==> config.mk <==
export PLATFORM = sky130hd
export DESIGN_NAME = ex_mem_flat
export DESIGN_NICKNAME = d
export VERILOG_FILES = /design/src/rtl/ex_mem_if.sv /design/src/rtl/ex_mem.sv /design/src/flat_wrapper.sv
export SDC_FILE = /design/constraint.sdc
export NUM_CORES = 1
export LEC_CHECK = 0
export ABC_AREA = 1
export CAP_MARGIN = 30
export CORE_MARGIN = 8
export CORE_UTILIZATION = 42
export CTS_BUF_LIST = sky130_fd_sc_hd__clkbuf_8
export CTS_CLUSTER_SIZE = 14
export DETAILED_ROUTE_END_ITERATION = 6
export PLACE_DENSITY = 0.84
export SYNTH_ARGS = -nofsm -noshare
export SYNTH_HDL_FRONTEND = slang
export SYNTH_SLANG_ARGS = --single-unit
==> constraint.sdc <==
create_clock -name clk -period 0.95 [get_ports clk]
set_input_delay 0.19 -clock clk [delete_from_list [all_inputs] [get_ports clk]]
set_output_delay 0.19 -clock clk [all_outputs]
set_load 0.005 [all_outputs]
==> src/rtl/ex_mem_if.sv <==
// ex_mem_if: bundle of the signals between the EX stage, the EX/MEM
// pipeline register and the MEM stage.
//   stall/flush            : pipeline control into the register
//   ex_*, hilo_temp_i, cnt_i : EX results and multiply-accumulate state in
//   mem_*, mem_valid       : registered results towards MEM
//   hilo_temp_o, cnt_o     : multiply-accumulate state fed back to EX
// The slave modport is the register's view; master is the driver's view.
interface ex_mem_if #(
  parameter int DATA_W = 32,
  parameter int ADDR_W = 5
);
  logic [5:0]          stall;
  logic                flush;
  logic                ex_we;
  logic [ADDR_W-1:0]   ex_waddr;
  logic [DATA_W-1:0]   ex_wdata;
  logic                ex_we_hilo;
  logic [DATA_W-1:0]   ex_hi;
  logic [DATA_W-1:0]   ex_lo;
  logic [2*DATA_W-1:0] hilo_temp_i;
  logic [1:0]          cnt_i;
  logic                mem_we;
  logic [ADDR_W-1:0]   mem_waddr;
  logic [DATA_W-1:0]   mem_wdata;
  logic                mem_we_hilo;
  logic [DATA_W-1:0]   mem_hi;
  logic [DATA_W-1:0]   mem_lo;
  logic                mem_valid;
  logic [2*DATA_W-1:0] hilo_temp_o;
  logic [1:0]          cnt_o;

  modport slave (
    input  stall, flush, ex_we, ex_waddr, ex_wdata, ex_we_hilo, ex_hi,
           ex_lo, hilo_temp_i, cnt_i,
    output mem_we, mem_waddr, mem_wdata, mem_we_hilo, mem_hi, mem_lo,
           mem_valid, hilo_temp_o, cnt_o
  );

  modport master (
    output stall, flush, ex_we, ex_waddr, ex_wdata, ex_we_hilo, ex_hi,
           ex_lo, hilo_temp_i, cnt_i,
    input  mem_we, mem_waddr, mem_wdata, mem_we_hilo, mem_hi, mem_lo,
           mem_valid, hilo_temp_o, cnt_o
  );
endinterface

==> src/rtl/ex_mem.sv <==
// ex_mem: EX/MEM pipeline register of the five-stage MIPS core.
// Captures the EX register and HI/LO write-back results each cycle the EX
// stage advances, inserts a bubble when EX stalls but MEM proceeds, holds
// when both stall, and zeroes everything on reset or exception flush. It
// also parks the 64-bit partial product and the cycle counter used by the
// two-cycle multiply-accumulate instructions while EX stalls itself.
// Ports:
//   clk  : core clock, rising edge
//   rst  : synchronous active-high reset
//   bus  : ex_mem_if slave (stall/flush, ex_* in, mem_* and feedback out)
module ex_mem #(
  parameter int DATA_W = 32,
  parameter int ADDR_W = 5
) (
  input  logic      clk,
  input  logic      rst,
  ex_mem_if.slave   bus
);

  logic                mem_we_reg;
  logic [ADDR_W-1:0]   mem_waddr_reg;
  logic [DATA_W-1:0]   mem_wdata_reg;
  logic                mem_we_hilo_reg;
  logic [DATA_W-1:0]   mem_hi_reg;
  logic [DATA_W-1:0]   mem_lo_reg;
  logic                mem_valid_reg;
  logic [2*DATA_W-1:0] hilo_temp_reg;
  logic [1:0]          cnt_reg;

  logic stall_ex;
  logic stall_mem;

  assign stall_ex  = bus.stall[3];
  assign stall_mem = bus.stall[4];

  always_ff @(posedge clk) begin
    if (rst || bus.flush) begin
      mem_we_reg      <= 1'b0;
      mem_waddr_reg   <= '0;
      mem_wdata_reg   <= '0;
      mem_we_hilo_reg <= 1'b0;
      mem_hi_reg      <= '0;
      mem_lo_reg      <= '0;
      mem_valid_reg   <= 1'b0;
      hilo_temp_reg   <= '0;
      cnt_reg         <= 2'b00;
    end else if (!stall_ex) begin
      // EX advances (the illegal stall_mem-only pattern lands here too);
      // any parked accumulate state has just been consumed by EX.
      mem_we_reg      <= bus.ex_we;
      mem_waddr_reg   <= bus.ex_waddr;
      mem_wdata_reg   <= bus.ex_wdata;
      mem_we_hilo_reg <= bus.ex_we_hilo;
      mem_hi_reg      <= bus.ex_hi;
      mem_lo_reg      <= bus.ex_lo;
      mem_valid_reg   <= 1'b1;
      hilo_temp_reg   <= '0;
      cnt_reg         <= 2'b00;
    end else if (!stall_mem) begin
      // Bubble: MEM receives a NOP while EX keeps its partial product here.
      mem_we_reg      <= 1'b0;
      mem_waddr_reg   <= '0;
      mem_wdata_reg   <= '0;
      mem_we_hilo_reg <= 1'b0;
      mem_hi_reg      <= '0;
      mem_lo_reg      <= '0;
      mem_valid_reg   <= 1'b0;
      hilo_temp_reg   <= bus.hilo_temp_i;
      cnt_reg         <= bus.cnt_i;
    end
    // Both stalled: every register holds.
  end

  assign bus.mem_we      = mem_we_reg;
  assign bus.mem_waddr   = mem_waddr_reg;
  assign bus.mem_wdata   = mem_wdata_reg;
  assign bus.mem_we_hilo = mem_we_hilo_reg;
  assign bus.mem_hi      = mem_hi_reg;
  assign bus.mem_lo      = mem_lo_reg;
  assign bus.mem_valid   = mem_valid_reg;
  assign bus.hilo_temp_o = hilo_temp_reg;
  assign bus.cnt_o       = cnt_reg;

endmodule

==> src/flat_wrapper.sv <==
// flat-port wrapper written by rule: the top's interface ports become plain ports
module ex_mem_flat 
#(
  parameter int DATA_W = 32,
  parameter int ADDR_W = 5
)
  (clk, rst, bus_stall, bus_flush, bus_ex_we, bus_ex_waddr, bus_ex_wdata, bus_ex_we_hilo, bus_ex_hi, bus_ex_lo, bus_hilo_temp_i, bus_cnt_i, bus_mem_we, bus_mem_waddr, bus_mem_wdata, bus_mem_we_hilo, bus_mem_hi, bus_mem_lo, bus_mem_valid, bus_hilo_temp_o, bus_cnt_o);
  ex_mem_if #(.DATA_W(DATA_W), .ADDR_W(ADDR_W)) bus_i ();
  input  logic clk;
  input  logic rst;
  input wire logic [$bits(bus_i.stall)-1:0] bus_stall;
  input wire logic [$bits(bus_i.flush)-1:0] bus_flush;
  input wire logic [$bits(bus_i.ex_we)-1:0] bus_ex_we;
  input wire logic [$bits(bus_i.ex_waddr)-1:0] bus_ex_waddr;
  input wire logic [$bits(bus_i.ex_wdata)-1:0] bus_ex_wdata;
  input wire logic [$bits(bus_i.ex_we_hilo)-1:0] bus_ex_we_hilo;
  input wire logic [$bits(bus_i.ex_hi)-1:0] bus_ex_hi;
  input wire logic [$bits(bus_i.ex_lo)-1:0] bus_ex_lo;
  input wire logic [$bits(bus_i.hilo_temp_i)-1:0] bus_hilo_temp_i;
  input wire logic [$bits(bus_i.cnt_i)-1:0] bus_cnt_i;
  output wire logic [$bits(bus_i.mem_we)-1:0] bus_mem_we;
  output wire logic [$bits(bus_i.mem_waddr)-1:0] bus_mem_waddr;
  output wire logic [$bits(bus_i.mem_wdata)-1:0] bus_mem_wdata;
  output wire logic [$bits(bus_i.mem_we_hilo)-1:0] bus_mem_we_hilo;
  output wire logic [$bits(bus_i.mem_hi)-1:0] bus_mem_hi;
  output wire logic [$bits(bus_i.mem_lo)-1:0] bus_mem_lo;
  output wire logic [$bits(bus_i.mem_valid)-1:0] bus_mem_valid;
  output wire logic [$bits(bus_i.hilo_temp_o)-1:0] bus_hilo_temp_o;
  output wire logic [$bits(bus_i.cnt_o)-1:0] bus_cnt_o;
  assign bus_i.stall = bus_stall;
  assign bus_i.flush = bus_flush;
  assign bus_i.ex_we = bus_ex_we;
  assign bus_i.ex_waddr = bus_ex_waddr;
  assign bus_i.ex_wdata = bus_ex_wdata;
  assign bus_i.ex_we_hilo = bus_ex_we_hilo;
  assign bus_i.ex_hi = bus_ex_hi;
  assign bus_i.ex_lo = bus_ex_lo;
  assign bus_i.hilo_temp_i = bus_hilo_temp_i;
  assign bus_i.cnt_i = bus_cnt_i;
  assign bus_mem_we = bus_i.mem_we;
  assign bus_mem_waddr = bus_i.mem_waddr;
  assign bus_mem_wdata = bus_i.mem_wdata;
  assign bus_mem_we_hilo = bus_i.mem_we_hilo;
  assign bus_mem_hi = bus_i.mem_hi;
  assign bus_mem_lo = bus_i.mem_lo;
  assign bus_mem_valid = bus_i.mem_valid;
  assign bus_hilo_temp_o = bus_i.hilo_temp_o;
  assign bus_cnt_o = bus_i.cnt_o;
  ex_mem #(.DATA_W(DATA_W), .ADDR_W(ADDR_W)) u_core (.clk(clk), .rst(rst), .bus(bus_i));
endmodule
==> flow_metrics.py <==
metrics = {
    "clock_network": {
        "cts_tree": "done",
        "clock-sinks": 170,
        "htreeDepth": 4,
        "clk_latency_ns": 0.44,
        "ctsHoldBuffers": 0,
        "clkTransAtPathRegs_ns": 0.09,
        "cts_made_buffers": 17,
        "cts_root_buf": "clkbuf_8",
        "clockBufferDepth": 2,
    },
    "finish": {
        "largest_reg_flops": 64,
        "final_nets": 1530,
        "final_util_pct": 73.2,
        "final_cell_mix": "nor2_1 (198), clkdlybuf4s50_1 (170), dfxtp_2 (170)",
        "final_common_cell": "nor2_1",
        "area_growth_pct": 71.1,
        "stdcell_area_um2": 12100,
        "drive_above_1_share_pct": 41.5,
        "antenna_cells": 0,
    },
    "hold_path": {
        "whs_path_depth": 4,
        "hold_end": "u_core.bus.hilo_temp_o[4]$_SDFFE_PP0N_",
        "min_from": "bus_stall[4]",
        "hp-class": "input pin to flop",
    },
    "pwr": {
        "leakage_nw": 5.78,
        "powerDensity_nw_per_um2": 1290,
        "ir_drop_mv": 0.907,
    },
    "critical_path": {
        "cp_data_required_time_ns": 0.76,
        "r2r-end": "u_core.bus.mem_lo[20]$_SDFFE_PP0P_",
        "r2r_slack_ns": 0.02,
        "worstPathMaxFanout": 2,
        "cp.arrival_ns": 0.93,
        "cp_slowest_stage_delay_ns": 0.36,
        "rr_worst_depth": 5,
        "cpLargestDelayFamily": "flip-flops",
        "crit_path_end_kind": "output port",
        "cp_num_buf_inv": 1,
        "rr_startpoint": "u_core.bus.mem_lo[20]$_SDFFE_PP0P_",
        "crit_chain": "buf_2",
        "cp-start-kind": "flop",
        "critPathKind": "flop to output port",
        "slowest_stage": "dfxtp_2",
    },
    "status": {
        "status": "complete, but fails checks",
        "violations": "setup timing",
    },
    "sta": {
        "tightest_slew_ns": 0.263,
        "layout_setup_ws_ns": -0.170,
        "min_period_ns": 1.12,
        "fin_skew_ns": 0,
        "fin_crit_sh_pct": 118,
        "slew-limit-headroom_pct": 82.4,
        "setup_violations": 170,
        "final_max_slew_viol_count": 0,
        "whs_ns": 0.186,
        "rsz0062_at_grt": "true",
        "timing_hold_violations_final": 0,
        "max_freq_ghz": 0.893,
        "finalSetupTns_ns": -21.79,
    },
    "grt": {
        "grt_max_degree": 67,
        "antenna_found_initial": 0,
        "grt-ovfl-total": 0,
        "grt_pass1_vias": 7530,
        "grt_pass1_wl_um": 39200,
        "grt_use_total_pct": 22.9,
    },
    "synth": {
        "synth_nets": 1128,
        "netlist_area_um2": 7070,
        "synth.distinct_cells": 14,
        "ys_seq_elements": 170,
        "avgSynthCellArea_um2": 7.44,
        "synth_warnings": 0,
        "syn_inst": 950,
        "ys_seq_area_share_pct": 48.2,
    },
    "drt": {
        "via_per_inst": 4.72,
        "drtIter0Drc": 372,
        "finalWirelength_um": 25800,
        "wl_per_cell_um": 16.3,
        "remaining_drc_errors": 0,
        "vias": 7476,
        "first_pass_iters": 5,
        "ant_nets": 0,
    },
    "floorplanning": {
        "core_region_area_um2": 16500,
        "die-area_um2": 21200,
        "floorplan.initialDensity_pct": 42.8,
        "fp.dieH_um": 146,
        "fp-row-count": 47,
        "pin_count": 348,
        "die_x_um": 146,
    },
    "placed_design": {
        "place_area_um2": 11000,
        "hpwl_um": 18400,
        "port_buffers": 343,
        "gp_congestion": 0.826,
    },
    "flow_run": {
        "maxCapViolCount": 0,
    },
}
==> power by group <==
| group | internal, mW | leakage [nW] | switching [mW] | total [mW] |
|---|---|---|---|---|
| clock | 2.88 | 0.220 | 2.75 | 5.63 |
| combinational | 1.41 | 4.10 | 1.04 | 2.46 |
| sequential | 7.33 | 1.46 | 0.126 | 7.46 |
| total | 11.6 | 5.78 | 3.92 | 15.5 |
==> synth_stat cells <==
| master | number | area (µm²) |
|---|---|---|
| nor2_1 | 198 | 743 |
| dfxtp_1 | 170 | 3400 |
| nand2_1 | 163 | 612 |
| inv_1 | 133 | 499 |
| nand3_1 | 103 | 515 |
| a21oi_2 | 70 | 613 |
| a21oi_1 | 33 | 165 |
| buf_2 | 33 | 165 |
| buf_4 | 19 | 143 |
| buf_6 | 10 | 113 |
| nand2_2 | 10 | 62.6 |
| clkbuf_1 | 5 | 18.8 |
| inv_2 | 2 | 7.51 |
| nor2_2 | 1 | 6.26 |
==> through the flow <==
step | cells | setup WS (ns) | power, mW
after floorplan | 950 | 0.0603 | 8.47
after global routing | 1585 | -0.219 | 16.2
after CTS | 1563 | -0.200 | 15.5
final | 1585 | -0.170 | 15.5
after global placement | 1513 | -0.448 | 9.86
after detailed placement | 1513 | -0.483 | 9.90
==> worst max-delay path by stage <==
stage	startpoint	end	slack [ns]	cells after the start
after floorplan	bus_stall[3]	u_core.bus.mem_hi[10]$_SDFFE_PP0P_	0.06	6
after CTS	u_core.bus.mem_hi[21]$_SDFFE_PP0P_	bus_mem_hi[21]	-0.20	1
final	u_core.bus.mem_hi[21]$_SDFFE_PP0P_	bus_mem_hi[21]	-0.17	1
after global routing	u_core.bus.mem_hi[21]$_SDFFE_PP0P_	bus_mem_hi[21]	-0.22	1
after global placement	rst	u_core.bus.mem_hi[8]$_SDFFE_PP0P_	-0.45	5
after detailed placement	rst	u_core.bus.mem_lo[21]$_SDFFE_PP0P_	-0.48	5
==> worst register-to-register path: stages (launching register included) <==
cell and delay, ns:
dfxtp_2 0.33, buf_4 0.12, buf_4 0.13, buf_4 0.12, nand3_1 0.09, a21oi_2 0.05
==> per-layer routing <==
metal	vias to the layer above	track usage (%)	routed length [µm]
li1	3693	-	-
met1	3410	23.3	9390
met2	305	41.0	13300
met3	68	7.40	1970
met4	0	12.6	1160
met5	-	0	0
==> area by class of cell <==
type | count | area (µm²)
Clock buffer | 17 | 234
Clock inverter | 15 | 196
Fill cell | 1146 | 4440
Inverter | 135 | 513
Multi-Input combinational cell | 578 | 2740
Sequential cell | 170 | 3620
Tap cell | 220 | 275
Timing Repair Buffer | 450 | 4520
==> what timing repair did <==
action / in CTS / in global routing
endpoints found under the setup margin: 170 / 291
endpoints found under the hold margin: 0 / 0
buffers inserted: 18 / 21
resized for setup: 974 / 34
gates cloned: 0 / 1
pin swaps: 0 / 1
==> kinds of logic (layout without fill, tap and decap cells) <==
family / Yosys count / count (layout) / share of synthesized area [%]
AOI/OAI and AO/OA: 103 / 103 / 11.0
DFF: 170 / 170 / 48.2
buffers and inverters: 202 / 617 / 13.4
and+or+nand+nor: 475 / 475 / 27.4
(Power assumes the default switching activity.)
